File: src/rtl/pc_sequencer_pkg.sv
// Shared constants for the next-PC sequencer: FSM state encodings, the
// sequential fetch step, the J-type index width and the reset fetch address.
package pc_sequencer_pkg;

    localparam logic [1:0] PCS_RUN   = 2'd0;
    localparam logic [1:0] PCS_WAIT  = 2'd1;
    localparam logic [1:0] PCS_FLUSH = 2'd2;

    localparam logic [31:0] PC_STEP = 32'd4;

    localparam int unsigned JIDX_W = 26;

    localparam logic [31:0] PCS_INIT_ADDR = 32'hBFC0_0000;

endpackage

File: src/rtl/pc_sequencer_target_mux.sv
// pc_target_mux: combinational redirect select for the next-PC sequencer.
// Priority is JR > Branch_Taken > Jump; the J target is formed from the
// upper nibble of ID PC+4 and the 26-bit index. JR support is compiled in
// only when PC_SEQ_JR_EN is defined.
module pc_target_mux
    import pc_sequencer_pkg::*;
#(
    parameter int unsigned ADDR_W = 32
) (
`ifdef PC_SEQ_JR_EN
    input  logic              i_jr,
    input  logic [ADDR_W-1:0] i_jr_base,
`endif
    input  logic              i_branch_taken,
    input  logic [ADDR_W-1:0] i_branch_target,
    input  logic              i_jump,
    input  logic [JIDX_W-1:0] i_imm,
    input  logic [ADDR_W-1:0] i_id_pc4,
    output logic              o_redirect,
    output logic [ADDR_W-1:0] o_target
);

    logic [ADDR_W-1:0] w_jtarget;
    logic              w_unused;

    // Only the region bits of ID PC+4 contribute to the J target
    assign w_unused  = ^i_id_pc4[27:0];
    assign w_jtarget = {i_id_pc4[ADDR_W-1:28], i_imm, 2'b00};

    // Later assignments override earlier ones, giving the redirect priority
    always_comb begin
        o_redirect = i_branch_taken | i_jump;
        o_target   = w_jtarget;
        if (i_branch_taken) begin
            o_target = i_branch_target;
        end
`ifdef PC_SEQ_JR_EN
        o_redirect = o_redirect | i_jr;
        if (i_jr) begin
            o_target = {i_jr_base[ADDR_W-1:2], 2'b00};
        end
`endif
    end

endmodule

File: src/rtl/pc_sequencer.sv
// pc_sequencer: next-PC controller for the 5-stage pipeline.
// Chooses between sequential fetch and redirects, applies load-use stalls,
// holds fetch while instruction memory is busy (buffering the first redirect
// seen during the wait) and drives the IF/ID flush and ID/EX bubble.
// Define PC_SEQ_JR_EN to add the JR / RegfileOut1 ports and JR redirects.
module pc_sequencer
    import pc_sequencer_pkg::*;
#(
    parameter int unsigned       ADDR_W       = 32,
    parameter logic [ADDR_W-1:0] INIT_ADDR    = PCS_INIT_ADDR[ADDR_W-1:0],
    parameter int unsigned       FLUSH_CYCLES = 1
) (
    input  logic              Clock,
    input  logic              Reset,
    input  logic [ADDR_W-1:0] PC,
    input  logic [ADDR_W-1:0] ID_PC4,
    input  logic              Imem_Ready,
    input  logic              Stall_Data,
    input  logic              Branch_Taken,
    input  logic [ADDR_W-1:0] Branch_Target,
    input  logic              Jump,
    input  logic [JIDX_W-1:0] Immediate,
`ifdef PC_SEQ_JR_EN
    input  logic              JR,
    input  logic [ADDR_W-1:0] RegfileOut1,
`endif
    output logic [ADDR_W-1:0] NPC,
    output logic              PC_En,
    output logic              IF_ID_Flush,
    output logic              ID_EX_Bubble
);

    localparam bit         MULTI_FLUSH = (FLUSH_CYCLES > 1);
    localparam logic [2:0] FLUSH_INIT  = 3'(FLUSH_CYCLES - 1);

    logic [1:0]        r_state;
    logic              r_pend_vld;
    logic [ADDR_W-1:0] r_pend_tgt;
    logic [2:0]        r_flush_cnt;

    logic [1:0]        w_state_nxt;
    logic              w_pend_vld_nxt;
    logic [ADDR_W-1:0] w_pend_tgt_nxt;
    logic [2:0]        w_flush_cnt_nxt;

    logic              w_redirect;
    logic [ADDR_W-1:0] w_target;
    logic [ADDR_W-1:0] w_pc_seq;
    logic              w_run_like;
    logic              w_apply;
    logic [ADDR_W-1:0] w_apply_tgt;

    pc_target_mux #(
        .ADDR_W (ADDR_W)
    ) u_target_mux (
`ifdef PC_SEQ_JR_EN
        .i_jr            (JR),
        .i_jr_base       (RegfileOut1),
`endif
        .i_branch_taken  (Branch_Taken),
        .i_branch_target (Branch_Target),
        .i_jump          (Jump),
        .i_imm           (Immediate),
        .i_id_pc4        (ID_PC4),
        .o_redirect      (w_redirect),
        .o_target        (w_target)
    );

    assign w_pc_seq = PC + PC_STEP[ADDR_W-1:0];

    // WAIT with memory ready and nothing buffered is handled exactly like RUN
    assign w_run_like = (r_state == PCS_RUN) ||
                        ((r_state == PCS_WAIT) && Imem_Ready && !r_pend_vld);

    // Output decode and next-state selection
    always_comb begin
        NPC             = w_pc_seq;
        PC_En           = 1'b0;
        IF_ID_Flush     = 1'b0;
        ID_EX_Bubble    = 1'b0;
        w_state_nxt     = r_state;
        w_pend_vld_nxt  = r_pend_vld;
        w_pend_tgt_nxt  = r_pend_tgt;
        w_flush_cnt_nxt = r_flush_cnt;
        w_apply         = 1'b0;
        w_apply_tgt     = w_target;

        if (Reset) begin
            NPC          = INIT_ADDR;
            PC_En        = 1'b1;
            IF_ID_Flush  = 1'b1;
            ID_EX_Bubble = 1'b1;
        end else if (w_run_like) begin
            w_state_nxt = PCS_RUN;
            if (Stall_Data) begin
                // The branch re-evaluates once the hazard clears
                ID_EX_Bubble = 1'b1;
            end else if (w_redirect && Imem_Ready) begin
                w_apply = 1'b1;
            end else if (w_redirect) begin
                w_pend_vld_nxt = 1'b1;
                w_pend_tgt_nxt = w_target;
                w_state_nxt    = PCS_WAIT;
            end else if (!Imem_Ready) begin
                w_state_nxt = PCS_WAIT;
            end else begin
                PC_En = 1'b1;
            end
        end else if (r_state == PCS_WAIT) begin
            ID_EX_Bubble = Stall_Data;
            if (Imem_Ready) begin
                w_apply        = 1'b1;
                w_apply_tgt    = r_pend_tgt;
                w_pend_vld_nxt = 1'b0;
            end else if (w_redirect && !r_pend_vld && !Stall_Data) begin
                // First redirect wins; repeats come from the same frozen ID instruction
                w_pend_vld_nxt = 1'b1;
                w_pend_tgt_nxt = w_target;
            end
        end else if (r_state == PCS_FLUSH) begin
            IF_ID_Flush = 1'b1;
            PC_En       = Imem_Ready;
            if (Imem_Ready) begin
                if (r_flush_cnt <= 3'd1) begin
                    w_flush_cnt_nxt = '0;
                    w_state_nxt     = PCS_RUN;
                end else begin
                    w_flush_cnt_nxt = r_flush_cnt - 3'd1;
                end
            end
        end else begin
            w_state_nxt = PCS_RUN;
        end

        if (w_apply) begin
            NPC             = w_apply_tgt;
            PC_En           = 1'b1;
            IF_ID_Flush     = 1'b1;
            w_state_nxt     = MULTI_FLUSH ? PCS_FLUSH : PCS_RUN;
            w_flush_cnt_nxt = MULTI_FLUSH ? FLUSH_INIT : 3'd0;
        end
    end

    // State register; reset discards any buffered redirect
    always_ff @(posedge Clock) begin
        if (Reset) begin
            r_state     <= PCS_RUN;
            r_pend_vld  <= 1'b0;
            r_pend_tgt  <= '0;
            r_flush_cnt <= '0;
        end else begin
            r_state     <= w_state_nxt;
            r_pend_vld  <= w_pend_vld_nxt;
            r_pend_tgt  <= w_pend_tgt_nxt;
            r_flush_cnt <= w_flush_cnt_nxt;
        end
    end

endmodule

File: config.mk
export PLATFORM = sky130hd
export DESIGN_NAME = pc_sequencer
export DESIGN_NICKNAME = d
export VERILOG_FILES = /design/src/rtl/pc_sequencer_pkg.sv /design/src/rtl/pc_sequencer_target_mux.sv /design/src/rtl/pc_sequencer.sv
export SDC_FILE = /design/constraint.sdc
export NUM_CORES = 1
export LEC_CHECK = 0
export BUFFER_PORTS_ARGS = -buffer_cell sky130_fd_sc_hd__buf_2
export CAP_MARGIN = 30
export CORE_UTILIZATION = 41
export CTS_CLUSTER_DIAMETER = 60
export DETAILED_ROUTE_END_ITERATION = 16
export GPL_TIMING_DRIVEN = 0
export PLACE_DENSITY = 0.8
export SLEW_MARGIN = 20
export SYNTH_ARGS = -nofsm -noshare
export SYNTH_HDL_FRONTEND = slang
export SYNTH_SLANG_ARGS = --single-unit
File: constraint.sdc
create_clock -name Clock -period 1.96 [get_ports Clock]
set_clock_uncertainty 0.1 [all_clocks]
set_input_delay 0.392 -clock Clock [delete_from_list [all_inputs] [get_ports Clock]]
set_output_delay 0.392 -clock Clock [all_outputs]
set_load 0.01 [all_outputs]
[Yosys cells after proc, flatten, opt, wreduce, memory -nomap -nowiden]
Cells that the tools add are included.
Word-level totals
  bits in registers: 38
  logic and storage cells: 90
Cells by class
  $add $sub $neg: 2
  reductions and logical operators: 17
  multiplexer cells: 54
  magnitude comparators: 1
  bitwise operators: 3
  equality and inequality tests: 9
Operators with widths (number)
  $mux W32: 14
  $mux W1: 34
  $add A32 B3 Y32 const B: 1
  $mux W2: 5
  $ne A2 B2 Y1 const B: 4
  $reduce_and A6 Y1: 1
  $logic_and A1 B1 Y1: 5
  $reduce_and A5 Y1: 1
  $reduce_and A4 Y1: 1
  $reduce_bool A2 Y1: 2
  $le A3 B1 Y1 const B: 1
  $mux W3: 1
  $ne A3 B2 Y1 const B: 1
  $ne A3 B3 Y1 const B: 1
  $reduce_and A3 Y1: 1
  $reduce_bool A3 Y1: 1
  $sub A3 B1 Y3 const B: 1
  $eq A2 B1 Y1 const B: 1
  $eq A2 B2 Y1 const B: 1
  $logic_not A1 Y1: 2
  $logic_not A2 Y1: 1
  $ne A2 B1 Y1 const B: 1
  $not A1 Y1: 2
  $reduce_or A2 Y1: 1
  2 further kinds: 2

[Depth between registers and ports, before layout]
Gate-level depths: netlist (run 1).
  depth after elaboration: 7
  mapped depth: 8

[Cells and area by module]
Synthesis (run 1) repeated with hierarchy kept, for this count alone.
Unflattened totals
  cells, all modules: 415
  area, all modules: 3036.7 µm²
Modules (own cells, without submodules)
  pc_sequencer: seq. area each 680.7 µm², area an instance 2512.4 µm², cells each 378, times used 1
  pc_target_mux: seq. area each 0.0 µm², area an instance 524.3 µm², cells each 37, times used 1

[Least setup slack after synthesis (run 1)]
Ideal clock, no wire load.
  path type: input port to output port
  start point: input port Branch_Taken
  end point: output port NPC[30]
  path buffers: 3
  required time: 1.468 ns
  slack: -0.308 ns
  cell stages on the path: 7
  arrival time: 1.776 ns
  cell sequence: buf_2 > o21ba_2 > o21ai_2 > buf_2 > clkbuf_1 > nor2_1 > a211oi_1
On the way
  word-level cells in the longest chain between the ends: 7
Ends and longest elaborated chain
  start, declared: RTL line pc_sequencer.sv:19  | input logic Branch_Taken,
  $or A1 B1 Y1: RTL line pc_sequencer_target_mux.sv:32  | o_redirect = i_branch_taken | i_jump;
  $logic_and A1 B1 Y1: RTL line pc_sequencer.sv:98  | end else if (w_redirect && Imem_Ready) begin
  $mux W1: RTL line pc_sequencer.sv:98
  $mux W1: RTL line pc_sequencer.sv:95  | if (Stall_Data) begin
  $mux W1: RTL line pc_sequencer.sv:93  | end else if (w_run_like) begin
  $mux W1: RTL line pc_sequencer.sv:88  | if (Reset) begin
  $mux W32 (*): RTL line pc_sequencer.sv:135  | if (w_apply) begin
  end, declared: RTL line pc_sequencer.sv:27  | output logic [ADDR_W-1:0] NPC,
Every way passes the cells marked *; elsewhere a longest branch is shown, timed or not.

[Worst setup path in the final report (run 1)]
  start point: register r_pend_vld
  end point: output port NPC[20]
On the way
  word-level cells in the longest chain between the ends: 6
Ends and longest elaborated chain
  start, declared: RTL line pc_sequencer.sv:37  | logic r_pend_vld;
  start signal, assigned: RTL line pc_sequencer.sv:153  | r_pend_vld <= w_pend_vld_nxt;
  $logic_not A1 Y1 (*): RTL line pc_sequencer.sv:73  | ((r_state == PCS_WAIT) && Imem_Ready && !r_pend_vld);
  $logic_and A1 B1 Y1 (*): RTL line pc_sequencer.sv:73
  $logic_or A1 B1 Y1 (*): RTL line pc_sequencer.sv:72  | assign w_run_like = (r_state == PCS_RUN) ||
  $mux W32 or $mux W1 (tied branches): RTL line pc_sequencer.sv:93
  $mux W32 or $mux W1 (tied branches): RTL line pc_sequencer.sv:88
  $mux W32 (*): RTL line pc_sequencer.sv:135
Marked as above.

==> reports/results.ini, run 1 <==
[global_route]
antenna_found_initial=0
grt_pass1_wl_um=20090
grt.total_usage_pct=35.77
grt_pass1_vias=3895
grt_max_degree=12
gr-total-overflow=0

[drt]
wire_per_inst_um=23.31
first_pass_iters=13
drtAntennaViolNets=0
vias=4279
drc=1
wl_um=15030
viasPerCell=6.634
drtIter0Drc=552

[die]
die-area_mm2=0.007283
rows=30
initial_core_util_pct=42.15
core-area_mm2=0.006756
die_h_um=85.34
dieWidth_um=85.34
pin_count=163

[sta]
clock.fmax_mhz=385.1
tns_ps=-13950
rsz0062_at_grt=true
setup_violations=36
post-route-min-period_ps=2597
worst_slew_pin_slew_ps=741.7
fin_crit_sh_pct=132.5
finalMaxSlewViolations=0
slew_headroom_pct=50.56
fin_ws_ps=-636.8
hold_violations=0

[clock_network]
clk-insertion-delay-late_ps=300
htreeDepth=2
clkSinkCount=34
clockBufferDepth=2
cts_buffers=5
cts_tree=yes
root_buffer=clkbuf_8
clk_pin_slew_ps=80

[critical_path]
crit_type=flip-flop to primary output
worstPathCellList=buf_6 -> nand2_4 -> nor3b_4 -> buf_6 -> buf_8 -> buf_12 -> a211oi_1 -> a211oi_2 -> buf_2
start_kind=flip-flop
cpPeakStageDelay_ps=370
crit_fanout=6
crit_arrival_ps=2100
cp_common_cell=buf_6
endpoint_kind=primary output
crit_required_ps=1470
crit_path_top_delay_cell=dfxtp_4

[synth]
synthTopCellsByArea=dfxtp_1, a211oi_1, mux2i_1, nor2_1, xor2_1
yosys_warnings=0
synthArstFlopShare_pct=0
synth_top_cell_area_share_pct=23.90
synthFlopType=dfxtp_1
synth-seq-cells=34
syn-cell-area_mm2=0.002848
syn-num-nets=508
ys_seq_area_share_pct=23.90
synth_edf_count=0
synth_cell_types=40
syn_avg_cell_area_um2=7.514
synth.largest_area_cell=dfxtp_1
synthCells=379

[power]
p_leak_nw=2.275
ir_drop_mv=0.3185
cellPowerDensity_mw_per_mm2=500.1

[final_layout]
layout_commonest_cell=buf_2
drive_above_1_share_pct=53.10
antenna_cells=0
final_cell_area_mm2=0.005026
final_cell_mix=buf_2, nor2_1, a211oi_1, dfxtp_1, mux2i_1
fillers=415
nets=693
syn2layout_area_growth_pct=76.49

[place]
io_buffers=130
postPlaceCellArea_mm2=0.003804
gp_congestion=0.8830
hpwl_um=7729

[outcome]
violations=design-rule violations, negative setup slack
run_status=complete, but fails checks

[run]
drv_cap=0

[worst_hold_path]
min_path_type=primary input to flip-flop

## registers in the layout (all words and copies together), names as in the netlist
register and count:
r_state 1, r_pend_vld 1, r_pend_tgt 32
## power by group
part / switching [W] / leakage (nW) / internal [W]
registers: 0.0000340 / 0.281 / 0.000734
clock network: 0.000306 / 0.0714 / 0.000543
logic: 0.000490 / 1.92 / 0.000407
## cells in the mapped netlist, types with 2 or more instances
cell type	number
nand3_1	13
buf_1	3
o21ai_0	9
o21ai_1	5
inv_1	3
o211ai_1	7
and2_1	5
a2111o_1	2
xnor2_1	3
a311oi_1	2
nor2_1	57
a21o_1	2
a211oi_1	53
buf_2	7
clkbuf_8	3
nor3_1	5
nor4_4	2
nand2_1	31
mux2i_1	30
dfxtp_1	34
a21oi_1	28
and3_1	5
nand4_1	14
nand2b_1	2
xor2_1	21
clkbuf_1	19
## timing repair
| item | CTS | global route |
|---|---|---|
| buffers inserted | 34 | 8 |
| cloned | 5 | 2 |
| endpoints found under the setup margin | 33 | 63 |
| pin swaps | 55 | 25 |
| resized for setup | 110 | 50 |
| hold buffers | 0 | 0 |
## layout make-up
class	instances	area, µm²	share of cell area (%)
flip-flops and latches	34	688.2	13.69
well taps	80	100.1	1.992
inverters	3	11.26	0.2240
clock buffers	6	82.58	1.643
clock inverters	2	60.06	1.195
repair buffers	177	1269	25.24
multi-input cells	310	2477	49.29
plain buffers	33	337.8	6.721
## worst paths after layout
| check | slack [ps] | depth (start not counted) | end | from |
|---|---|---|---|---|
| hold / removal | 250 | 2 | r_state[0] | Imem_Ready |
| setup reg to reg | -20 | 7 | r_pend_tgt[18] | r_pend_vld |
| setup / recovery | -640 | 9 | NPC[20] | r_pend_vld |
| hold reg to reg | 400 | 2 | r_pend_tgt[13] | r_pend_tgt[13] |
## worst max-delay path: cells and delay by family (launching register included)
kind | cells | cell delay [ps]
flip-flops | 1 | 370
buffers and inverters | 5 | 750
AO/OA/AOI/OAI | 2 | 400
AND/OR/NAND/NOR | 2 | 270
## per-stage QoR
step	worst slack, ps	hold WS, ps	cells	power (W)	util, %
after floorplan	-94.48	354.4	379	0.001155	-
after global placement	-615.8	367.0	589	0.001399	56.30
after detailed placement	-631.2	371.0	589	0.001413	56.30
after CTS	-484.9	210.2	636	0.002347	69.98
after global routing	-651.8	246.4	645	0.002577	74.39
final	-636.8	253.2	645	0.002514	74.39
## logic make-up after synthesis
group / Yosys count / share of synthesized area, %
AND/OR/NAND/NOR: 142 / 25.00
AO/OA/AOI/OAI: 112 / 26.36
buffers and inverters: 36 / 6.371
flip-flops: 34 / 23.90
multiplexers: 30 / 10.54
XOR/XNOR: 24 / 7.382
adder cells (fa/ha/maj): 1 / 0.4393
## per-layer routing
metal / share of wire (%) / vias to the layer above / track usage (%)
met4: 7.3 / 0 / 17.42
met2: 45 / 437 / 61.66
met3: 12 / 128 / 7.101
li1: - / 1764 / -
met5: 0 / - / 0
met1: 36 / 1950 / 42.53
(Power assumes the default switching activity.)
==> run 2, diff against run 1 <==
ABC_AREA = 1   (was unset)
PLACE_DENSITY = 0.78   (was 0.8)
==> run 2 against run 1 <==
The flow finishes with violations (negative setup slack). Sequential share of layout area increased by 1.4 points. Routed wire length down 18%. Clock power down 36%. Final cell count up 28%. Synthesized cell count is 50% higher. Combinational power is 16% lower. Final area shrank 9.1%. Die area increased by 14%. Critical path type unchanged.
==> reports/results.ini, run 2 <==
[sta]
fin_ws_ps=-181.6
worst_slew_pin_slew_ps=470.7
hold_violations=0
rsz0062_at_grt=true
fin_crit_sh_pct=109.3
clock.fmax_mhz=467.0
setup_violations=33
tns_ps=-3987
post-route-min-period_ps=2142
holdWs_ps=306.3
finalMaxSlewViolations=0
slew_headroom_pct=68.62

[clock_network]
htreeDepth=2
clk-insertion-delay-late_ps=290
clkSinkCount=34
cts_buffers=5
root_buffer=clkbuf_8
clockBufferDepth=2
clk_pin_slew_ps=70
hold_buffers=0
cts_tree=yes

[place]
gp_congestion=1.011
io_buffers=132
hpwl_um=9657
place_ws_ps=-472.8
dp_cells=802

[global_route]
grt.total_usage_pct=29.47
antenna_found_initial=0
grt_pass1_vias=4059
grt_busiest_layer=met2
gr-total-overflow=0
grt_max_degree=11
grt_use_met1_pct=35.63
use_met2_pct=50.76
grt_pass1_wl_um=19290
grtUsageMet3_pct=5.193

[final_layout]
layout_commonest_cell=nand2_1
nets=852
final_cell_mix=nand2_1, buf_2, nor2_1, inv_1, a21oi_1
top_register=r_pend_tgt
instances_no_fill=826
largest_reg_flops=32
reg_top3=r_pend_tgt: 32 flops, r_pend_vld: 1 flops, r_state: 1 flops
antenna_cells=0
drive_above_1_share_pct=36.33
syn2layout_area_growth_pct=40.55

[drt]
wire_per_inst_um=14.85
vias=4358
wl_um=12260
drtAntennaViolNets=0
viasPerCell=5.276
drtIter0Drc=267
drc=0
first_pass_iters=5

[critical_path]
cp_common_cell=o21ai_1
crit_required_ps=1470
crit_type=flip-flop to primary output
cpPeakStageDelay_ps=420
start_kind=flip-flop
crit_fanout=10
crit_path_top_delay_cell=dfxtp_4
crit_arrival_ps=1650
path_buf_inv=2
worstPathCellList=nand4_4 -> buf_6 -> o21ai_1 -> nand2_2 -> o21ai_1 -> buf_2
endpoint_kind=primary output
critical_path.top_delay_family=flip-flops

[outcome]
run_status=complete, but fails checks
violations=negative setup slack

[power]
p_leak_nw=2.241
total_power_w=0.002048
cellPowerDensity_mw_per_mm2=448.2
ir_drop_mv=0.3470

[worst_hold_path]
min_path_type=primary input to flip-flop

[synth]
synth.most_common_cell=nand2_1
ys_seq_area_share_pct=20.93
yosys_warnings=0
synth_edf_count=0
syn-num-nets=697
synthArstFlopShare_pct=0
synth.largest_area_cell=dfxtp_1
synth_top_cell_area_share_pct=20.93
syn_avg_cell_area_um2=5.725
syn-cell-area_mm2=0.003252
synth-seq-cells=34
synth_common_cells=nand2_1, nor2_1, inv_1
synth_cell_types=36
synthCells=568
synthTopCellsByArea=dfxtp_1, nand2_1, nor2_1, o21ai_0, a21oi_1
synthFlopType=dfxtp_1

[die]
die_h_um=91.06
initial_core_util_pct=42.30
core-area_mm2=0.007687
rows=32
die-area_mm2=0.008292
dieWidth_um=91.06
pin_count=163

[run]
drv_cap=0

[run 2: changes by cell type after synthesis, moves of 20 or more]
cell	previous run	this run
nor2_1	57	82
inv_1	3	43
o21ai_0	9	42
nand2_1	31	181
mux2i_1	30	10
nand3_1	13	33
a211oi_1	53	0
[run 2: worst register-to-register path, stage by stage, from the launching register on]
cell	delay [ps]
dfxtp_4	420
nand2_4	70
buf_4	130
buf_4	130
nand4_4	140
buf_2	260
nor2_1	90
a21oi_1	160
nor2_1	50
[run 2: metrics by stage]
stage / utilization, % / cell area, µm²
detailed placement: 52.56 / 4040
global placement: 52.56 / 4040
floorplan: - / 3252
finish: 59.46 / 4571
global route: 59.46 / 4571
CTS: 57.73 / 4438
[run 2: layout make-up]
class | instances | area (µm²)
Fill cell | 778 | 3117
Buffer | 27 | 209.0
Inverter | 47 | 191.4
Timing Repair Buffer | 147 | 803.3
Clock buffer | 7 | 86.33
Sequential cell | 34 | 688.2
Multi-Input combinational cell | 461 | 2460
Tap cell | 102 | 127.6
Clock inverter | 1 | 5.005
[run 2: final timing paths]
path / slack [ps] / start / depth (start not counted) / to
max: -180 / r_state[0] / 6 / NPC[10]
min: 310 / Reset / 2 / r_pend_tgt[1]
max reg2reg: 300 / r_state[0] / 8 / r_pend_tgt[13]
min reg2reg: 350 / r_pend_tgt[19] / 2 / r_pend_tgt[19]
[run 2: layer usage]
layer,part of all wire (%),vias up
met4,4.4,0
met5,0,-
li1,-,2149
met3,7.3,42
met2,47,228
met1,41,1939
[run 2: what timing repair did]
item | CTS | global route
setup endpoints to repair | 34 | 33
buffers inserted | 10 | 3
gates resized for setup | 69 | 36
gates cloned | 3 | 0
pin swaps | 8 | 9
[run 2: kinds of logic after synthesis]
logic type / after synthesis / synth area share (%)
flip-flops: 34 / 20.93
buffers and inverters: 74 / 10.93
AO/OA/AOI/OAI: 113 / 18.51
adder cells (fa/ha/maj): 1 / 0.3847
XOR/XNOR: 11 / 2.963
AND/OR/NAND/NOR: 325 / 43.21
multiplexers: 10 / 3.078
[run 2: report_power, final]
| group | total (W) | leakage [nW] | internal [W] | switching, W |
|---|---|---|---|---|
| Sequential | 0.000750 | 0.279 | 0.000727 | 0.0000230 |
| Clock | 0.000546 | 0.0482 | 0.000283 | 0.000263 |
| Combinational | 0.000752 | 1.91 | 0.000311 | 0.000441 |
==> run 3, diff against run 2 <==
SYNTH_HIERARCHICAL = 1   (was unset)
==> run 3 against run 2 <==
The run still ends with negative setup slack left. Sequential share of layout area down 0.81 points. Sequential power about the same. Non-clock buffer count up 10. Largest cell class unchanged. Via count up 4.0%. Routed wire length up 7.3%. Combinational power up 9.3%. First-iteration DRC count up 79%.
==> reports/results.ini, run 3 <==
[outcome]
run_status=complete, but fails checks
violations=negative setup slack

[critical_path]
rr_startpoint=r_pend_vld
crit_type=flip-flop to primary output
endpoint_kind=primary output
start_kind=flip-flop
crit_fanout=10
crit_required_ps=1470
startpoint=r_pend_vld
crit_arrival_ps=1780
rrSetupSlack_ps=290

[synth]
synth-seq-cells=34
synth_edf_count=0
synth_common_cells=nand2_1, o21ai_0, inv_1
synth_cell_types=33
yosys_warnings=6
syn-num-nets=687
synthCells=558
synthArstFlopShare_pct=0
synth_top_cell_area_share_pct=22.80
ys_seq_area_share_pct=21.65
synth.largest_area_cell=nand2_1
syn_avg_cell_area_um2=5.635
synthFlopType=dfxtp_1
synth.most_common_cell=nand2_1
synthTopCellsByArea=nand2_1, dfxtp_1, o21ai_0, inv_1, a21oi_1
syn-cell-area_mm2=0.003144

[clock_network]
clkSinkCount=34
clk_pin_slew_ps=80
clockBufferDepth=2
htreeDepth=2
cts_buffers=5
cts_tree=yes
root_buffer=clkbuf_8
clk-insertion-delay-late_ps=290

[die]
rows=31
dieWidth_um=89.57
die-area_mm2=0.008023
initial_core_util_pct=42.89
core-area_mm2=0.007331
die_h_um=89.57
pin_count=163

[sta]
rsz0062_at_grt=true
clock.fmax_mhz=440.1
slew_headroom_pct=61.50
tns_ps=-9100
setup_violations=34
worst_slew_pin_slew_ps=577.5
fin_ws_ps=-312.2
finalMaxSlewViolations=0
fin_crit_sh_pct=115.9
hold_violations=0
post-route-min-period_ps=2272

[final_layout]
post-route-util_pct=65.68
drive_above_1_share_pct=36.70
nets=850
final_cell_mix=nand2_1, buf_2, inv_1, o21ai_0, a21oi_1
syn2layout_area_growth_pct=53.12
final_cell_area_mm2=0.004815
largest_reg_flops=32
multi_input_area_mm2=0.002396
antenna_cells=0
fillers=645
regArea_um2=685.7
reg_top3=r_pend_tgt: 32 flops, r_pend_vld: 1 flops, r_state: 1 flops
layout_commonest_cell=nand2_1
top_register=r_pend_tgt

[drt]
wl_um=13150
viasPerCell=5.520
first_pass_iters=6
drtIter0Drc=479
vias=4532
drtAntennaViolNets=0
drc=0
wire_per_inst_um=16.02

[place]
hpwl_um=8755
postPlaceCellArea_mm2=0.003983
gp_congestion=0.9570
io_buffers=133
place_ws_ps=-433.4

[worst_hold_path]
min_path_type=primary input to flip-flop
min_from=Reset

[global_route]
grt_pass1_vias=3810
grt_max_degree=11
grt_pass1_wl_um=18370
grt.total_usage_pct=30.48
gr-total-overflow=0
antenna_found_initial=0

[power]
cellPowerDensity_mw_per_mm2=466.6
p_leak_nw=2.259
ir_drop_mv=0.2337

[run]
drv_cap=0

==> run 3: where the power goes <==
group / total [W] / leakage (nW) / internal, W / switching [W]
sequential: 0.000751 / 0.281 / 0.000736 / 0.0000149
combinational: 0.000822 / 1.93 / 0.000354 / 0.000468
clock: 0.000674 / 0.0524 / 0.000381 / 0.000292
total: 0.00225 / 2.26 / 0.00147 / 0.000775
==> run 3: stage by stage <==
stage | power [W] | hold WS [ps] | instances
2_1_floorplan | 0.001131 | 320.5 | 558
3_3_place_gp | 0.001387 | 329.2 | 790
3_5_place_dp | 0.001402 | 336.8 | 790
4_1_cts | 0.002129 | 280.2 | 815
5_1_grt | 0.002332 | 303.8 | 821
6_report | 0.002246 | 301.6 | 821
==> run 3: timing repair <==
action | 4_1_cts | 5_1_grt
hold buffers | 0 | 0
gates cloned | 2 | 1
setup buffers | 15 | 5
gates resized for setup | 73 | 56
pin swaps | 18 | 15
setup endpoints to repair | 34 | 34
==> run 3: per-layer routing <==
metal	GRT usage [%]	routed length, µm	up-vias
li1	-	-	2123
met1	39.15	5156	2050
met2	52.69	6232	299
met3	3.565	1222	60
met4	10.68	541	0
met5	0	0	-
==> run 3: area by class of cell <==
cell class / count / area share [%]
clock inverter: 1 / 0.6237
inverter: 58 / 4.834
timing repair buffer: 156 / 20.95
clock buffer: 7 / 1.585
multi-input combinational: 438 / 49.77
sequential: 34 / 14.24
buffer: 28 / 5.431
tap: 99 / 2.573
==> run 3: logic make-up after synthesis <==
family	Yosys count	share of synthesized area, %
adders and majority gates	1	0.3979
AOI/OAI and AO/OA	145	25.79
xor gates and xnor gates	12	3.343
buffers and inverters	86	12.65
DFF	34	21.65
and+or+nand+nor	280	36.17
==> run 3: final timing paths <==
path / cells past startpoint / endpoint
setup reg to reg: 5 / r_pend_tgt[17]
hold / removal: 2 / r_pend_vld
hold reg to reg: 2 / r_pend_tgt[7]
setup / recovery: 8 / NPC[12]
==> run 3: critical path: stages, from the launching register on <==
cell     delay [ps]
dfxtp_4         370
nand2_4          70
nor2_8          100
inv_4            50
nor2_1          230
buf_2           330
o21ai_1         130
o21ai_2          60
buf_2           130
